===== config.mk =====
export PLATFORM = sky130hd
export DESIGN_NAME = credit_sink_flat
export DESIGN_NICKNAME = d
export VERILOG_FILES = /design/src/rtl/credit_sink_pkg.sv /design/src/rtl/credit_sink_if.sv /design/src/rtl/credit_sink_credit_return_ctrl.sv /design/src/rtl/fifo_v3.sv /design/src/rtl/credit_sink.sv /design/src/flat_wrapper.sv
export SDC_FILE = /design/constraint.sdc
export NUM_CORES = 1
export LEC_CHECK = 0
export ABC_AREA = 1
export BUFFER_PORTS_ARGS = -buffer_cell sky130_fd_sc_hd__buf_2
export CAP_MARGIN = 20
export CORE_UTILIZATION = 50
export CTS_BUF_LIST = sky130_fd_sc_hd__clkbuf_4 sky130_fd_sc_hd__clkbuf_8
export CTS_CLUSTER_DIAMETER = 50
export DETAILED_ROUTE_END_ITERATION = 6
export PLACE_DENSITY = 0.8
export SLEW_MARGIN = 20
export SYNTH_ARGS = -nofsm -noshare
export SYNTH_HDL_FRONTEND = slang
export SYNTH_SLANG_ARGS = --single-unit

===== constraint.sdc =====
create_clock -name clk_i -period 4 [get_ports clk_i]
set_clock_uncertainty 0.2 [all_clocks]
set_input_delay 0.8 -clock clk_i [delete_from_list [all_inputs] [get_ports clk_i]]
set_output_delay 0.8 -clock clk_i [all_outputs]
set_load 0.02 [all_outputs]

===== src/rtl/credit_sink_pkg.sv =====
// credit_pkg: types and defaults shared by the credit sink and the crossbar.
//   credit_t   - credit counter type, sized for the largest supported credit pool.
//   state_e    - credit-return phase: INIT until the first credit leaves, then RUN.
//   MaxCredits - upper bound on the credit pool, shared default for all counters.
package credit_pkg;

  localparam int unsigned MaxCredits = 15;

  typedef logic [$clog2(MaxCredits):0] credit_t;

  typedef enum logic {
    INIT = 1'b0,
    RUN  = 1'b1
  } state_e;

endpackage


===== src/rtl/credit_sink_if.sv =====
// credit_sink_if: bundle between the crossbar/downstream side and one credit sink.
//   push side : valid_i, data_i, ini_addr_i (in to sink), credit_o (out of sink)
//   pop side  : valid_o, data_o, ini_addr_o (out of sink), ready_i (in to sink)
//   status    : usage_o (FIFO occupancy), overflow_o (sticky protocol violation)
// Modport slave is the sink's view; modport master is the environment's view.
interface credit_sink_if #(
  parameter int unsigned NumIn      = 4,
  parameter int unsigned DataWidth  = 32,
  parameter int unsigned MaxCredits = credit_pkg::MaxCredits
);

  localparam int unsigned IniW = (NumIn > 1) ? $clog2(NumIn) : 1;
  localparam int unsigned CntW = $clog2(MaxCredits) + 1;

  logic                 valid_i;
  logic [DataWidth-1:0] data_i;
  logic [IniW-1:0]      ini_addr_i;
  logic                 credit_o;
  logic                 valid_o;
  logic                 ready_i;
  logic [DataWidth-1:0] data_o;
  logic [IniW-1:0]      ini_addr_o;
  logic [CntW-1:0]      usage_o;
  logic                 overflow_o;

  modport slave (
    input  valid_i, data_i, ini_addr_i, ready_i,
    output credit_o, valid_o, data_o, ini_addr_o, usage_o, overflow_o
  );

  modport master (
    output valid_i, data_i, ini_addr_i, ready_i,
    input  credit_o, valid_o, data_o, ini_addr_o, usage_o, overflow_o
  );

endinterface


===== src/rtl/credit_sink_credit_return_ctrl.sv =====
// credit_return_ctrl: credit bookkeeping for one credit sink.
//   clk_i, rst_ni - clock, synchronous active-low reset
//   pop_i         - one entry consumed downstream this cycle (owes one credit)
//   credit_o      - registered credit pulse, at most one per cycle
// pending_q holds credits owed to the sender. It reloads to NumCredits on reset,
// which is how the initial credit pool is handed out one per cycle.
module credit_return_ctrl #(
  parameter int unsigned NumCredits = 2,
  parameter int unsigned MaxCredits = credit_pkg::MaxCredits
) (
  input  logic clk_i,
  input  logic rst_ni,
  input  logic pop_i,
  output logic credit_o
);

  import credit_pkg::*;

  localparam int unsigned CntW = $clog2(MaxCredits) + 1;
  typedef logic [CntW-1:0] cnt_t;

  cnt_t   pending_q, pending_d;
  logic   credit_q;
  logic   issue;
  state_e state_q, state_d;

  assign issue = (pending_q != '0);

  always_comb begin
    pending_d = pending_q;
    state_d   = state_q;
    // A pop and an issue in the same cycle cancel, so no credit is ever lost.
    pending_d = pending_q + cnt_t'(pop_i) - cnt_t'(issue);
    if (state_q == INIT && credit_q) begin
      state_d = RUN;
    end
  end

  always_ff @(posedge clk_i) begin
    if (!rst_ni) begin
      pending_q <= cnt_t'(NumCredits);
      credit_q  <= 1'b0;
      state_q   <= INIT;
    end else begin
      pending_q <= pending_d;
      credit_q  <= issue;
      state_q   <= state_d;
    end
  end

  assign credit_o = credit_q;

`ifndef SYNTHESIS
  // Until the first credit has gone out, something must still be owed.
  init_owes_credit : assert property (@(posedge clk_i) disable iff (!rst_ni)
    (state_q == INIT) |-> (issue || credit_q));
`endif

endmodule


===== src/rtl/fifo_v3.sv =====
// fifo_v3: small show-ahead FIFO.
//   clk_i, rst_ni   - clock, synchronous active-low reset (pointers/count only)
//   push_i, data_i  - write request and payload; ignored when full without a pop
//   pop_i           - consume head entry
//   data_o          - head entry (or data_i when FALL_THROUGH and empty)
//   full_o, empty_o - occupancy flags, derived from stored state only
//   usage_o         - number of stored entries
// With FALL_THROUGH, a push and pop on an empty FIFO pass straight through
// without being stored. empty_o deliberately ignores that path so callers can
// build their own valid signal without a combinational loop through this block.
module fifo_v3 #(
  parameter bit          FALL_THROUGH = 1'b0,
  parameter int unsigned DATA_WIDTH   = 32,
  parameter int unsigned DEPTH        = 2,
  localparam int unsigned AddrW       = (DEPTH > 1) ? $clog2(DEPTH) : 1
) (
  input  logic                  clk_i,
  input  logic                  rst_ni,
  input  logic                  push_i,
  input  logic [DATA_WIDTH-1:0] data_i,
  input  logic                  pop_i,
  output logic [DATA_WIDTH-1:0] data_o,
  output logic                  full_o,
  output logic                  empty_o,
  output logic [AddrW:0]        usage_o
);

  typedef logic [AddrW-1:0] ptr_t;
  typedef logic [AddrW:0]   cnt_t;

  // Shallow array with asynchronous read: the head must be visible in the
  // same cycle it is popped, so this maps to registers / distributed RAM.
  logic [DATA_WIDTH-1:0] mem_q [DEPTH];
  ptr_t wr_ptr_q, rd_ptr_q;
  cnt_t cnt_q;
  logic pass_through, do_write, do_read;

  assign empty_o = (cnt_q == '0);
  assign full_o  = (cnt_q == cnt_t'(DEPTH));
  assign usage_o = cnt_q;

  assign pass_through = FALL_THROUGH && empty_o && push_i && pop_i;
  assign do_write     = push_i && !pass_through && (!full_o || pop_i);
  assign do_read      = pop_i && !empty_o;

  assign data_o = (FALL_THROUGH && empty_o) ? data_i : mem_q[rd_ptr_q];

  always_ff @(posedge clk_i) begin
    if (do_write) begin
      mem_q[wr_ptr_q] <= data_i;
    end
  end

  always_ff @(posedge clk_i) begin
    if (!rst_ni) begin
      wr_ptr_q <= '0;
      rd_ptr_q <= '0;
      cnt_q    <= '0;
    end else begin
      if (do_write) begin
        wr_ptr_q <= (wr_ptr_q == ptr_t'(DEPTH - 1)) ? '0 : wr_ptr_q + ptr_t'(1);
      end
      if (do_read) begin
        rd_ptr_q <= (rd_ptr_q == ptr_t'(DEPTH - 1)) ? '0 : rd_ptr_q + ptr_t'(1);
      end
      cnt_q <= cnt_q + cnt_t'(do_write) - cnt_t'(do_read);
    end
  end

endmodule


===== src/rtl/credit_sink.sv =====
// credit_sink: target-side endpoint of the credit-based simplex crossbar.
//   clk_i, rst_ni - clock, synchronous active-low reset
//   bus (slave)   - push from crossbar (valid_i/data_i/ini_addr_i), credit_o back,
//                   downstream valid_o/ready_i/data_o/ini_addr_o, usage_o, overflow_o
// Pushes carry no backpressure; the sender only pushes while holding a credit,
// so the NumCredits-deep FIFO cannot legally overflow. An illegal push into a
// full FIFO (without a simultaneous pop) is dropped and latches overflow_o.
// Build option CREDIT_SINK_BYPASS_EN: an empty FIFO forwards the push to the
// downstream port in the same cycle; otherwise push-to-valid latency is one cycle.
module credit_sink #(
  parameter int unsigned NumIn      = 4,
  parameter int unsigned DataWidth  = 32,
  parameter int unsigned NumCredits = 2,
  parameter int unsigned MaxCredits = credit_pkg::MaxCredits
) (
  input  logic          clk_i,
  input  logic          rst_ni,
  credit_sink_if.slave  bus
);

  import credit_pkg::*;

  localparam int unsigned IniW      = (NumIn > 1) ? $clog2(NumIn) : 1;
  localparam int unsigned CntW      = $clog2(MaxCredits) + 1;
  localparam int unsigned EntryW    = DataWidth + IniW;
  localparam int unsigned FifoAddrW = (NumCredits > 1) ? $clog2(NumCredits) : 1;

`ifdef CREDIT_SINK_BYPASS_EN
  localparam bit Bypass = 1'b1;
`else
  localparam bit Bypass = 1'b0;
`endif

  typedef logic [CntW-1:0] cnt_t;

  logic                fifo_full, fifo_empty;
  logic [FifoAddrW:0]  fifo_usage;
  logic [EntryW-1:0]   fifo_wdata, fifo_rdata;
  logic                head_valid, push, pop;
  logic                overflow_q;

  assign fifo_wdata = {bus.data_i, bus.ini_addr_i};

`ifdef CREDIT_SINK_BYPASS_EN
  assign head_valid = !fifo_empty || bus.valid_i;
`else
  assign head_valid = !fifo_empty;
`endif

  assign pop  = head_valid && bus.ready_i;
  // Full is only escapable when the head leaves in the same cycle.
  assign push = bus.valid_i && (!fifo_full || pop);

  fifo_v3 #(
    .FALL_THROUGH (Bypass),
    .DATA_WIDTH   (EntryW),
    .DEPTH        (NumCredits)
  ) u_fifo (
    .clk_i   (clk_i),
    .rst_ni  (rst_ni),
    .push_i  (push),
    .data_i  (fifo_wdata),
    .pop_i   (pop),
    .data_o  (fifo_rdata),
    .full_o  (fifo_full),
    .empty_o (fifo_empty),
    .usage_o (fifo_usage)
  );

  always_ff @(posedge clk_i) begin
    if (!rst_ni) begin
      overflow_q <= 1'b0;
    end else if (bus.valid_i && fifo_full && !pop) begin
      overflow_q <= 1'b1;
    end
  end

  credit_return_ctrl #(
    .NumCredits (NumCredits),
    .MaxCredits (MaxCredits)
  ) u_credit_return_ctrl (
    .clk_i    (clk_i),
    .rst_ni   (rst_ni),
    .pop_i    (pop),
    .credit_o (bus.credit_o)
  );

  assign bus.valid_o    = head_valid;
  assign bus.data_o     = fifo_rdata[EntryW-1:IniW];
  assign bus.ini_addr_o = fifo_rdata[IniW-1:0];
  assign bus.usage_o    = cnt_t'(fifo_usage);
  assign bus.overflow_o = overflow_q;

endmodule


===== src/flat_wrapper.sv =====
// flat-port wrapper written by rule: the top's interface ports become plain ports
module credit_sink_flat import credit_pkg::*;
#(
  parameter int unsigned NumIn      = 4,
  parameter int unsigned DataWidth  = 32,
  parameter int unsigned NumCredits = 2,
  parameter int unsigned MaxCredits = credit_pkg::MaxCredits
)
  (clk_i, rst_ni, bus_valid_i, bus_data_i, bus_ini_addr_i, bus_ready_i, bus_credit_o, bus_valid_o, bus_data_o, bus_ini_addr_o, bus_usage_o, bus_overflow_o);
  credit_sink_if #(.NumIn(NumIn), .DataWidth(DataWidth), .MaxCredits(MaxCredits)) bus_i ();
  input  logic clk_i;
  input  logic rst_ni;
  input wire logic [$bits(bus_i.valid_i)-1:0] bus_valid_i;
  input wire logic [$bits(bus_i.data_i)-1:0] bus_data_i;
  input wire logic [$bits(bus_i.ini_addr_i)-1:0] bus_ini_addr_i;
  input wire logic [$bits(bus_i.ready_i)-1:0] bus_ready_i;
  output wire logic [$bits(bus_i.credit_o)-1:0] bus_credit_o;
  output wire logic [$bits(bus_i.valid_o)-1:0] bus_valid_o;
  output wire logic [$bits(bus_i.data_o)-1:0] bus_data_o;
  output wire logic [$bits(bus_i.ini_addr_o)-1:0] bus_ini_addr_o;
  output wire logic [$bits(bus_i.usage_o)-1:0] bus_usage_o;
  output wire logic [$bits(bus_i.overflow_o)-1:0] bus_overflow_o;
  assign bus_i.valid_i = bus_valid_i;
  assign bus_i.data_i = bus_data_i;
  assign bus_i.ini_addr_i = bus_ini_addr_i;
  assign bus_i.ready_i = bus_ready_i;
  assign bus_credit_o = bus_i.credit_o;
  assign bus_valid_o = bus_i.valid_o;
  assign bus_data_o = bus_i.data_o;
  assign bus_ini_addr_o = bus_i.ini_addr_o;
  assign bus_usage_o = bus_i.usage_o;
  assign bus_overflow_o = bus_i.overflow_o;
  credit_sink #(.NumIn(NumIn), .DataWidth(DataWidth), .NumCredits(NumCredits), .MaxCredits(MaxCredits)) u_core (.clk_i(clk_i), .rst_ni(rst_ni), .bus(bus_i));
endmodule

==> flow_metrics.py <==
metrics = {
    "status": {
        "status": "finished clean",
    },
    "critical_path": {
        "crit_type": "reg -> out",
        "path_max_fanout": 24,
        "cp.arrival_ps": 2010,
        "cp-start-kind": "flip-flop",
        "endpoint_kind": "output pin",
        "required_ps": 3000,
        "crit_path_top_delay_cell": "dfxtp_2",
        "cp_slowest_stage_delay_ps": 830,
        "crit_family": "flip-flops",
        "cp_num_buf_inv": 2,
        "path_cells": "buf_4 > mux2_4 > buf_2",
    },
    "floorplanning": {
        "std_cell_rows": 29,
        "die_w_um": 82.9,
        "start_util_pct": 51.6,
        "io_pins": 80,
        "core-area_um2": 6350,
        "die_h_um": 82.9,
        "die-area_um2": 6880,
    },
    "grt": {
        "first_global_vias": 1767,
        "grt_max_degree": 35,
        "grt_overflow_total": 0,
        "grt_antenna_before_repair": 0,
        "gr-usage-all-layers_pct": 15.7,
        "grt_pass1_wl_um": 8140,
    },
    "clock_tree": {
        "hold_buffers": 0,
        "cts_root_buf": "clkbuf_8",
        "post_cts_buffers": 0,
        "clk_latency_ps": 330,
        "cts_sinks": 80,
        "cts_tree": "built",
        "post_cts_resized": 0,
        "cts_made_buffers": 9,
        "htreeDepth": 3,
        "ctsLongestPathBuffers": 2,
        "path_clk_slew_ps": 70,
    },
    "detailed_routing": {
        "drt_pre_antenna_iters": 4,
        "ant_nets": 0,
        "vias": 1755,
        "drt_wl_total_um": 5020,
        "drt-wirelength-per-cell_um": 14.1,
        "drt_iter0_markers": 102,
        "drc": 0,
        "via_per_inst": 4.92,
    },
    "sta": {
        "maxSlewViolCount": 0,
        "holdWs_ps": 258,
        "fin_crit_ps": 3010,
        "fmax_mhz": 332,
        "setup_violations": 0,
        "worst_slew_pin_slew_ps": 991,
        "period_share_pct": 75.4,
        "fin_setup_tns_ps": 0,
        "hold_viol_final": 0,
        "rsz0062_at_grt": "false",
        "relSlewSlack_pct": 33.8,
    },
    "synth": {
        "syn_avg_cell_area_um2": 17.0,
        "yosysMostFrequentCell": "edfxtp_1",
        "synth_edf_count": 68,
        "postSynthCellCount": 193,
        "synth-seq-area-share_pct": 69.7,
        "synth_area_um2": 3280,
        "ys_seq_elements": 80,
        "ys_types": 22,
        "synth.top_cells.by_count": "edfxtp_1, mux2_4, inv_1, nand2_1, dfxtp_1",
        "yosys-top-cells-area": "edfxtp_1, mux2_4, dfxtp_1",
        "synth_top_area_share_pct": 62.3,
        "synth_async_sr_flop_share_pct": 0,
        "yosysTopAreaCell": "edfxtp_1",
        "synth_warnings": 0,
        "synth_flop_cell": "edfxtp_1",
    },
    "power": {
        "p_leak_uw": 0.00162,
        "p_per_area_nw_per_um2": 624,
        "vdd_drop_max_v": 0.000414,
    },
    "placement": {
        "hpwlAfterDp_um": 3500,
        "place_congestion": 0.755,
        "post_dp_cell_area_um2": 3680,
        "dp_cells": 342,
        "io_buffers": 76,
    },
    "finish": {
        "drive_gt1_share_pct": 46.1,
        "fin_cells": 357,
        "layout.nets": 323,
        "final_util_pct": 60.9,
        "seqCellArea_um2": 2280,
        "multi_input_area_um2": 846,
        "area_delta_synth_final_pct": 18.1,
        "antenna_cells": 0,
        "design_area_um2": 3870,
        "fillCellCount": 466,
    },
    "run": {
        "drv_cap": 0,
    },
    "min_path": {
        "hold_class": "reg -> reg",
    },
}
==> layout make-up <==
type | instances | area share (%)
Sequential cell | 80 | 59.0
Multi-Input combinational cell | 90 | 21.9
Timing Repair Buffer | 78 | 10.2
Clock buffer | 9 | 3.20
Tap cell | 77 | 2.49
Inverter | 17 | 1.65
Clock inverter | 6 | 1.58
==> final timing paths <==
| kind | from | end | slack [ps] | cells after the start |
|---|---|---|---|---|
| min | u_core.bus.overflow_o | u_core.bus.overflow_o | 260 | 2 |
| max | flip-flop | bus_data_o[9] | 990 | 3 |
| max reg2reg | u_core.u_fifo.usage_o[1] | u_core.u_credit_return_ctrl.pending_q[4] | 1720 | 11 |
| min reg2reg | u_core.bus.overflow_o | u_core.bus.overflow_o | 260 | 2 |
==> power by group <==
part	total [uW]	switching, uW	leakage (uW)	internal, uW
clock	555	274	0.0000848	281
sequential	1110	78.8	0.000737	1030
combinational	749	411	0.000797	338
==> tightest hold or removal path, cell delays in order (launching register included) <==
cell	delay (ps)
dfxtp_1	310
inv_1	50
a21oi_1	50
==> stage by stage <==
step                      worst slack (ps)  power [uW]
final                                  985        2410
after detailed placement              1300        1890
after CTS                              919        2440
after global placement                1310        1860
after global routing                   871        2570
after floorplan                        877        1720
==> layer usage <==
metal  vias to the layer above  track usage, %  wire length [um]
met4                         0            7.52               104
li1                        852               -                 -
met1                       842            18.3              2080
met5                         -               0                 0
met3                        10            5.17               344
met2                        51            26.2              2490
==> cell families (layout without fill, tap and decap cells) <==
logic type	after synthesis	count (layout)	synth area share (%)
other	1	3	0.114
AOI/OAI and AO/OA	8	8	1.60
DFF	80	80	69.7
xor gates and xnor gates	2	2	0.535
muxes	34	34	15.1
buffers and inverters	25	110	4.97
adders and majority gates	9	9	3.67
and+or+nand+nor	34	34	4.32
==> flip-flops by register name (all words and copies together) (netlist names), named ones only <==
name,flops
u_core.u_credit_return_ctrl.pending_q,5
u_core.u_fifo.usage_o,2
u_core.u_fifo.wr_ptr_q,1
u_core.u_fifo.mem_q,68
u_core.u_fifo.rd_ptr_q,1
u_core.u_credit_return_ctrl.credit_o,1
u_core.bus.overflow_o,1
==> cells in the final DEF (no fill, tap or decap), drive strengths merged <==
master	synthesis	layout
a21oi	7	7
a31oi	1	1
buf	8	78
bufinv	0	1
clkbuf	0	9
clkinv	0	2
clkinvlp	0	3
conb	1	3
dfxtp	12	12
edfxtp	68	68
fa	1	1
ha	8	8
inv	17	17
mux2	34	34
nand2	14	14
nand3	7	7
nand4	1	1
nor2	11	11
or2	1	1
xnor2	1	1
xor2	1	1
Note: power is estimated with default switching activity, not from simulation.
